--- src/rtl/disp_scan.sv ---
// rtl/disp_scan.sv - multiplexed six-digit seven-segment display scanner with decode check
//
// Snapshots six clock-display segment patterns at each frame boundary and
// scans them onto a shared segment bus, one digit at a time.
//
// Ports:
//   clk                    single clock, rising edge
//   rst                    synchronous active-high reset
//   en                     scan enable, sampled at frame boundaries only
//   H1disp..S0disp [6:0]   segment patterns, bit order g f e d c b a
//   seg           [6:0]    shared segment bus
//   dig_en        [5:0]    one-hot digit select, bit0=H1 .. bit5=S0
//   digit_idx     [2:0]    digit currently scanned, 0..5
//   dec_val       [3:0]    decoded digit value (F = blank/off, E = illegal)
//   dec_err                driven pattern is not a legal code
//   frame_done             pulse on the last cycle of a frame
//   err_cnt       [7:0]    saturating count of illegal digit slots
module disp_scan #(
  parameter int DWELL = 4,
  parameter int BLANK = 1
) (
  input  logic       clk,
  input  logic       rst,
  input  logic       en,
  input  logic [6:0] H1disp,
  input  logic [6:0] H0disp,
  input  logic [6:0] M1disp,
  input  logic [6:0] M0disp,
  input  logic [6:0] S1disp,
  input  logic [6:0] S0disp,
  output logic [6:0] seg,
  output logic [5:0] dig_en,
  output logic [2:0] digit_idx,
  output logic [3:0] dec_val,
  output logic       dec_err,
  output logic       frame_done,
  output logic [7:0] err_cnt
);

  typedef enum logic [1:0] {IDLE, SHOW, BLNK} state_t;

  localparam logic [7:0] DW_LAST = 8'(DWELL - 1);
  localparam logic [7:0] BL_LAST = (BLANK == 0) ? 8'd0 : 8'(BLANK - 1);

  state_t     r_state;
  state_t     w_state_nxt;
  logic [2:0] r_idx;
  logic [2:0] w_idx_nxt;
  logic [7:0] r_cnt;
  logic [7:0] w_cnt_nxt;
  logic       w_capture;
  logic [6:0] r_snap [0:5];
  logic [7:0] r_err_cnt;

  logic       w_show_end;
  logic       w_blnk_end;
  logic       w_digit_end;
  logic       w_frame_end;
  logic [6:0] w_pat;
  logic [3:0] w_dec_val;
  logic       w_dec_err;

  assign w_show_end  = (r_state == SHOW) && (r_cnt == DW_LAST);
  assign w_blnk_end  = (r_state == BLNK) && (r_cnt == BL_LAST);
  // With no blanking the digit ends on its last SHOW cycle.
  assign w_digit_end = (BLANK == 0) ? w_show_end : w_blnk_end;
  assign w_frame_end = w_digit_end && (r_idx == 3'd5);

  always_comb begin
    w_state_nxt = r_state;
    w_idx_nxt   = r_idx;
    w_cnt_nxt   = r_cnt + 8'd1;
    w_capture   = 1'b0;
    case (r_state)
      IDLE: begin
        w_cnt_nxt = 8'd0;
        w_idx_nxt = 3'd0;
        if (en) begin
          w_state_nxt = SHOW;
          w_capture   = 1'b1;
        end
      end
      SHOW: begin
        if (w_show_end) begin
          w_cnt_nxt = 8'd0;
          if (BLANK != 0) w_state_nxt = BLNK;
        end
      end
      BLNK: begin
        if (w_blnk_end) w_cnt_nxt = 8'd0;
      end
      default: begin
        w_state_nxt = IDLE;
        w_cnt_nxt   = 8'd0;
        w_idx_nxt   = 3'd0;
      end
    endcase
    if (w_digit_end) begin
      if (r_idx == 3'd5) begin
        // en is only honoured here, so a dropped en never truncates a frame.
        w_idx_nxt = 3'd0;
        if (en) begin
          w_state_nxt = SHOW;
          w_capture   = 1'b1;
        end else begin
          w_state_nxt = IDLE;
        end
      end else begin
        w_idx_nxt   = r_idx + 3'd1;
        w_state_nxt = SHOW;
      end
    end
  end

  always_ff @(posedge clk) begin
    if (rst) begin
      r_state <= IDLE;
      r_idx   <= 3'd0;
      r_cnt   <= 8'd0;
    end else begin
      r_state <= w_state_nxt;
      r_idx   <= w_idx_nxt;
      r_cnt   <= w_cnt_nxt;
    end
  end

  always_ff @(posedge clk) begin
    if (rst) begin
      for (int i = 0; i < 6; i++) r_snap[i] <= 7'h00;
    end else if (w_capture) begin
      r_snap[0] <= H1disp;
      r_snap[1] <= H0disp;
      r_snap[2] <= M1disp;
      r_snap[3] <= M0disp;
      r_snap[4] <= S1disp;
      r_snap[5] <= S0disp;
    end
  end

  always_comb begin
    case (r_idx)
      3'd0:    w_pat = r_snap[0];
      3'd1:    w_pat = r_snap[1];
      3'd2:    w_pat = r_snap[2];
      3'd3:    w_pat = r_snap[3];
      3'd4:    w_pat = r_snap[4];
      3'd5:    w_pat = r_snap[5];
      default: w_pat = 7'h00;
    endcase
  end

  // Decode works on the snapshot, so it lines up with seg in the same cycle.
  always_comb begin
    w_dec_val = 4'hF;
    w_dec_err = 1'b0;
    if (r_state == SHOW) begin
      case (w_pat)
        7'h3F: w_dec_val = 4'h0;
        7'h06: w_dec_val = 4'h1;
        7'h5B: w_dec_val = 4'h2;
        7'h4F: w_dec_val = 4'h3;
        7'h66: w_dec_val = 4'h4;
        7'h6D: w_dec_val = 4'h5;
        7'h7D: w_dec_val = 4'h6;
        7'h07: w_dec_val = 4'h7;
        7'h7F: w_dec_val = 4'h8;
        7'h6F: w_dec_val = 4'h9;
        7'h00: w_dec_val = 4'hF;
        default: begin
          w_dec_val = 4'hE;
          w_dec_err = 1'b1;
        end
      endcase
    end
  end

  // Count each illegal slot once, on its first SHOW cycle.
  always_ff @(posedge clk) begin
    if (rst) begin
      r_err_cnt <= 8'd0;
    end else if ((r_state == SHOW) && (r_cnt == 8'd0) && w_dec_err && (r_err_cnt != 8'hFF)) begin
      r_err_cnt <= r_err_cnt + 8'd1;
    end
  end

  assign seg        = (r_state == SHOW) ? w_pat : 7'h00;
  assign dig_en     = (r_state == SHOW) ? (6'b000001 << r_idx) : 6'b000000;
  assign digit_idx  = r_idx;
  assign dec_val    = w_dec_val;
  assign dec_err    = w_dec_err;
  assign frame_done = w_frame_end;
  assign err_cnt    = r_err_cnt;

endmodule

--- config.mk ---
export PLATFORM = sky130hd
export DESIGN_NAME = disp_scan
export DESIGN_NICKNAME = d
export VERILOG_FILES = /design/src/rtl/disp_scan.sv
export SDC_FILE = /design/constraint.sdc
export NUM_CORES = 1
export LEC_CHECK = 0
export CORE_MARGIN = 3
export CORE_UTILIZATION = 49
export DETAILED_ROUTE_END_ITERATION = 7
export GPL_TIMING_DRIVEN = 0
export PLACE_DENSITY = 0.76
export RECOVER_POWER = 25
export SLEW_MARGIN = 15
export SYNTH_ARGS = -nofsm -noshare
export SYNTH_HDL_FRONTEND = slang
export SYNTH_SLANG_ARGS = --single-unit
export TNS_END_PERCENT = 10
--- constraint.sdc ---
create_clock -name clk -period 7.75 [get_ports clk]
set_input_delay 0.775 -clock clk [delete_from_list [all_inputs] [get_ports clk]]
set_output_delay 0.775 -clock clk [all_outputs]
set_load 0.02 [all_outputs]
-- Yosys cells after proc, flatten, opt, wreduce, memory -nomap -nowiden
Memory sizes are Yosys's and may differ from the RTL's.
Cells that the tools add are included.
- add/sub/neg operators: 3
- $mul: 0
- div/mod/pow operators: 0
- order comparisons: 0
- equal/unequal tests: 23
- shift-type cells: 1
- muxes and demuxes: 35
- bitwise logic cells: 6
- reduce and logical (&&, ||, !) cells: 13
- operator list (kind ; number):
    7-bit equality test (second input constant) ; 7
    7-bit two-way mux ; 7
    4-bit one-hot mux with 11 select lines ; 1
    7-bit one-hot mux with 6 select lines ; 1
    8-bit by 1-bit adder with 8-bit output (second input constant) ; 2
    8-bit two-way mux ; 2
    8-bit one-hot mux with 2 select lines ; 1
    7-bit by 3-bit equality test with 1-bit output (second input constant) ; 2
    1-bit two-way mux ; 13
    11-bit OR reduction ; 1
    3-bit two-way mux ; 3
    8-bit by 2-bit equality test with 1-bit output (second input constant) ; 1
    8-bit logical NOT ; 1
    2-bit two-way mux ; 4
    8-bit != test (second input constant) ; 1
    7-bit by 6-bit equality test with 1-bit output (second input constant) ; 1
    7-bit logical NOT ; 1
    3-bit by 2-bit equality test with 1-bit output (second input constant) ; 2
    3-bit equality test (second input constant) ; 2
    1-bit logical AND ; 6
    6-bit two-way mux ; 1
    3-bit != test (second input constant) ; 2
    1-bit bitwise OR ; 6
    2-bit one-hot mux with 3 select lines ; 1
    12 further kinds ; 12
- register bits: 21
- latch bits: 0
- memory bits (writable): 42
- memory bits (read-only): 0
- input port bits: 45
- output and inout bits: 30
- logic and storage cells: 86
- memories: 1
- memory list (name ; depth ; width ; rd ports ; clocked after memory_dff ; wr ports ; line ; text):
    r_snap ; 6 ; 7 ; 6 ; 0 ; 6 ; 52 ; logic [6:0] r_snap [0:5];

-- Logic depth before layout (Yosys ltp)
- depth after elaboration: 9
- mapped depth: 14
- gate-level depth less buffers: 11

-- Least setup slack after synthesis
No wires, ideal clock.
- path type: flip-flop to output port
- start: register r_idx[2], in the netlist digit_idx[2]
- end: output dec_val[2]
- arrival time: 2.800 ns
- required time: 6.975 ns
- setup slack: 4.175 ns
- stages on the path, launching flop included: 13
- buffers on the path: 4
- path through: dfxtp_1 buf_6 buf_6 inv_2 ha_1 clkbuf_1 nand2_1 o221ai_2 or4_1 a211o_1 nand3_2 buf_6 nand2b_1
- cells in the longest elaborated chain, start to end: 5
- elaborated cells between the ends (all ways): 20
- classes of those cells: eq/ne: 15; mux: 3; reduce/logical: 2
- ends and longest elaborated chain (element ; line ; text):
    from (decl) ; 47 ; logic [2:0] r_idx;
    from (signal assigned) ; 122 ; r_idx <= w_idx_nxt;
    3-bit equality test, or another cell as far along ; 141 ; case (r_idx)
    7-bit one-hot mux with 6 select lines (*) ; 141 ;
    7-bit equality test, or another cell as far along ; 157 ; case (w_pat)
    4-bit one-hot mux with 11 select lines (*) ; 157 ;
    4-bit two-way mux (*) ; 156 ; if (r_state == SHOW) begin
    to (decl) ; 34 ; output logic [3:0] dec_val,
Mark *: on every way between the ends. The rest lies on a longest branch, timed or not.

-- Worst setup path after layout
- start: register r_idx[0], in the netlist digit_idx[0]
- end: output dec_val[2]
The elaborated chain is that of the path after synthesis.

==> flow_summary.yaml <==
clocking:
  cts_resized: 0
  postCtsSetupBuffers: 0
  clock_path_buffers: 2
  cts_root_buf: "clkbuf_8"
  cts_tree: "built"
  cts.sinks: 63
  cts_max_level: 3
  clk_pin_slew_ps: 70
  cts_hold_buf: 0
  clock_latency_ps: 340
  cts_made_buffers: 9
worst_setup_path:
  crit_path_end_kind: "primary output"
  required_ps: 6970
  cp.arrival_ps: 4290
  crit_type: "reg2out"
  crit_fanout: 10
  rrSetupSlack_ps: 4150
  setup.worst_path.start_class: "register"
timing:
  slew_headroom_pct: 63.1
  setup_tns_ps: 0
  rsz0062_at_grt: "false"
  slew_viol_final: 0
  skew_ps: 4.71
  hold_viol: 0
  period_share_pct: 65.4
  finalSetupViolations: 0
  fmaxAchievable_ghz: 0.197
  tightest_slew_ps: 554
  min_period_ps: 5070
cells_and_area:
  nNetsFinal: 473
  stdcell_count: 521
  drive_gt1_share_pct: 11.3
  final_cell_area_sq_um: 4520
  syn_to_final_growth_pct: 30.0
  n_antenna_cell: 0
  utilization_pct: 66.2
floorplanning:
  core_sq_um: 6830
  fp.dieH_microns: 90.2
  fp-row-count: 30
  io_pins: 75
  initial_core_util_pct: 50.9
  die_area_sq_um: 8140
  dieWidth_microns: 90.2
global_route:
  antenna_found_initial: 0
  grt_overflow: 0
  grt_pass1_vias: 2795
  grt_pass1_wl_microns: 13400
  grt_usage_pct: 20.7
  grt_max_degree: 35
power:
  power_leakage_nw: 1.66
  power_mw: 1.11
  power_density_nw_per_um2: 245
  irDropWorstVdd_v: 0.000153
logic_synthesis:
  synth_compound_area_share_pct: 13.3
  synthXorXnorAreaFrac_pct: 1.76
  synth.mux.area_fraction_pct: 4.57
  synth_top_family_by_area: "simple AND/OR/NAND/NOR gates"
  syn_area_sq_um: 3480
  synth_warnings: 0
  synth_top_cell_by_area: "edfxtp_1"
  synth_seq_area_share_pct: 48.4
  synth_area_leaders: "edfxtp_1, dfxtp_1, and2_1"
  synth_area_per_cell_sq_um: 10.3
  ys_ff_latch: 63
  synth_fp_nets: 388
  synth_cell_types: 61
  netlist_instances: 336
  synthSimpleGateAreaFrac_pct: 25.1
  synth_adder_area_share_pct: 2.52
  synth_top_area_share_pct: 36.3
route:
  postRouteAntennaNets: 0
  drtIter0Drc: 201
  first_pass_iters: 5
  dr_total_vias: 2810
  avgRoutedWirePerCell_microns: 15.8
  route.detailed.drc: 0
  viasPerCell: 5.39
  wirelength_microns: 8240
flow_run:
  cap_violations: 0
placed_design:
  dpl_cell_area_sq_um: 4350
  place.gp.congestion: 0.876
  dp_hpwl_microns: 6200
  portBuffers: 73
  dp_cells: 506
worst_hold_path:
  hold_path.class: "reg2reg"
run_status:
  status: "finished, final reports clean"
[through the flow]
stage / setup slack, ps / hold WS [ps]
finish: 2680 / 492
global placement: 3340 / 467
detailed placement: 3270 / 479
global route: 2340 / 500
CTS: 2900 / 489
floorplan: 4170 / 449
[metal layers]
layer	share of wire (%)	vias up	GRT usage [%]
li1	-	1388	-
met1	44	1324	26.1
met2	49	83	35.0
met3	4.6	15	3.26
met4	2.0	0	9.06
met5	0	-	0
[cell families after synthesis]
family / after synthesis
AND/OR/NAND/NOR: 156
flip-flops: 63
AO/OA/AOI/OAI: 55
buffers and inverters: 33
multiplexers: 15
XOR/XNOR: 7
adder cells (fa/ha/maj): 7
[cells in the final DEF (no fill, tap or decap), drive strengths merged, types with 3 or more instances in the layout]
cell,n
nor2,35
a31oi,3
dfxtp,21
nand3,15
o221ai,6
a21oi,16
nand2,17
mux2i,8
and3,5
nor2b,3
nand2b,4
and2,43
ha,7
and3b,3
mux2,7
o221a,4
nor3,7
or4,3
inv,16
xor2,5
dlygate4sd3,10
clkbuf,19
buf,7
clkinv,5
nand4,4
o21ai,9
clkdlybuf4s50,63
a211oi,3
edfxtp,42
a32oi,3
nand3b,4
nor4,5
[power breakdown]
part	leakage (nW)	total, mW	internal, mW	switching (mW)
clock	0.0853	0.267	0.142	0.125
sequential	0.624	0.456	0.431	0.0250
combinational	0.953	0.385	0.159	0.226
[cell type report]
| class | count | area (sq um) |
|---|---|---|
| inverter | 17 | 63.8 |
| buffer | 16 | 86.3 |
| timing repair buffer | 74 | 751 |
| tap | 96 | 120 |
| multi-input combinational | 240 | 1640 |
| clock inverter | 6 | 52.6 |
| fill | 587 | 2310 |
| sequential | 63 | 1680 |
| clock buffer | 9 | 124 |
[final timing paths]
kind                      from    endpoint  cells past startpoint
hold reg to reg     r_state[0]  r_state[0]                      2
setup reg to reg  digit_idx[0]  err_cnt[4]                     13
hold / removal      r_state[0]  r_state[0]                      2
setup / recovery  digit_idx[0]  dec_val[2]                     14
[registers in the layout, indices dropped and copies added (netlist names)]
signal     cells
r_cnt          8
r_snap        42
r_state        2
err_cnt        8
digit_idx      3
[Yosys cell counts (all sizes together)]
cell	n
or3	2
clkbuf	9
or2	1
edfxtp	42
dfxtp	21
nor3b	2
o211a	1
a211oi	3
o31ai	2
a22oi	1
or4	3
nand2	17
or3b	1
o21ai	9
xor2	5
nand2b	4
a21oi	16
ha	7
inv	16
nand3b	4
o221ai	6
nor2b	3
buf	7
a211o	2
nand4	4
and2	43
o31a	2
nand3	15
and3b	3
o221a	4
and4bb	1
mux2	7
a41oi	2
a32oi	3
nor2	35
mux2i	8
nor3	7
clkinv	1
xnor2	2
nor4	5
nor4bb	1
o211ai	1
a31oi	3
and3	5
[worst max-delay path: stages (launching register included)]
cell	delay (ps)
dfxtp_1	590
clkbuf_1	440
inv_2	160
nor2_1	130
ha_1	150
clkbuf_1	340
nand2_1	90
o221ai_1	130
nor2_2	160
or4_1	410
a211o_1	330
nand3_2	160
buf_6	150
nand2b_1	110
clkdlybuf4s50_1	610
Power figures use the tool's default switching activity.
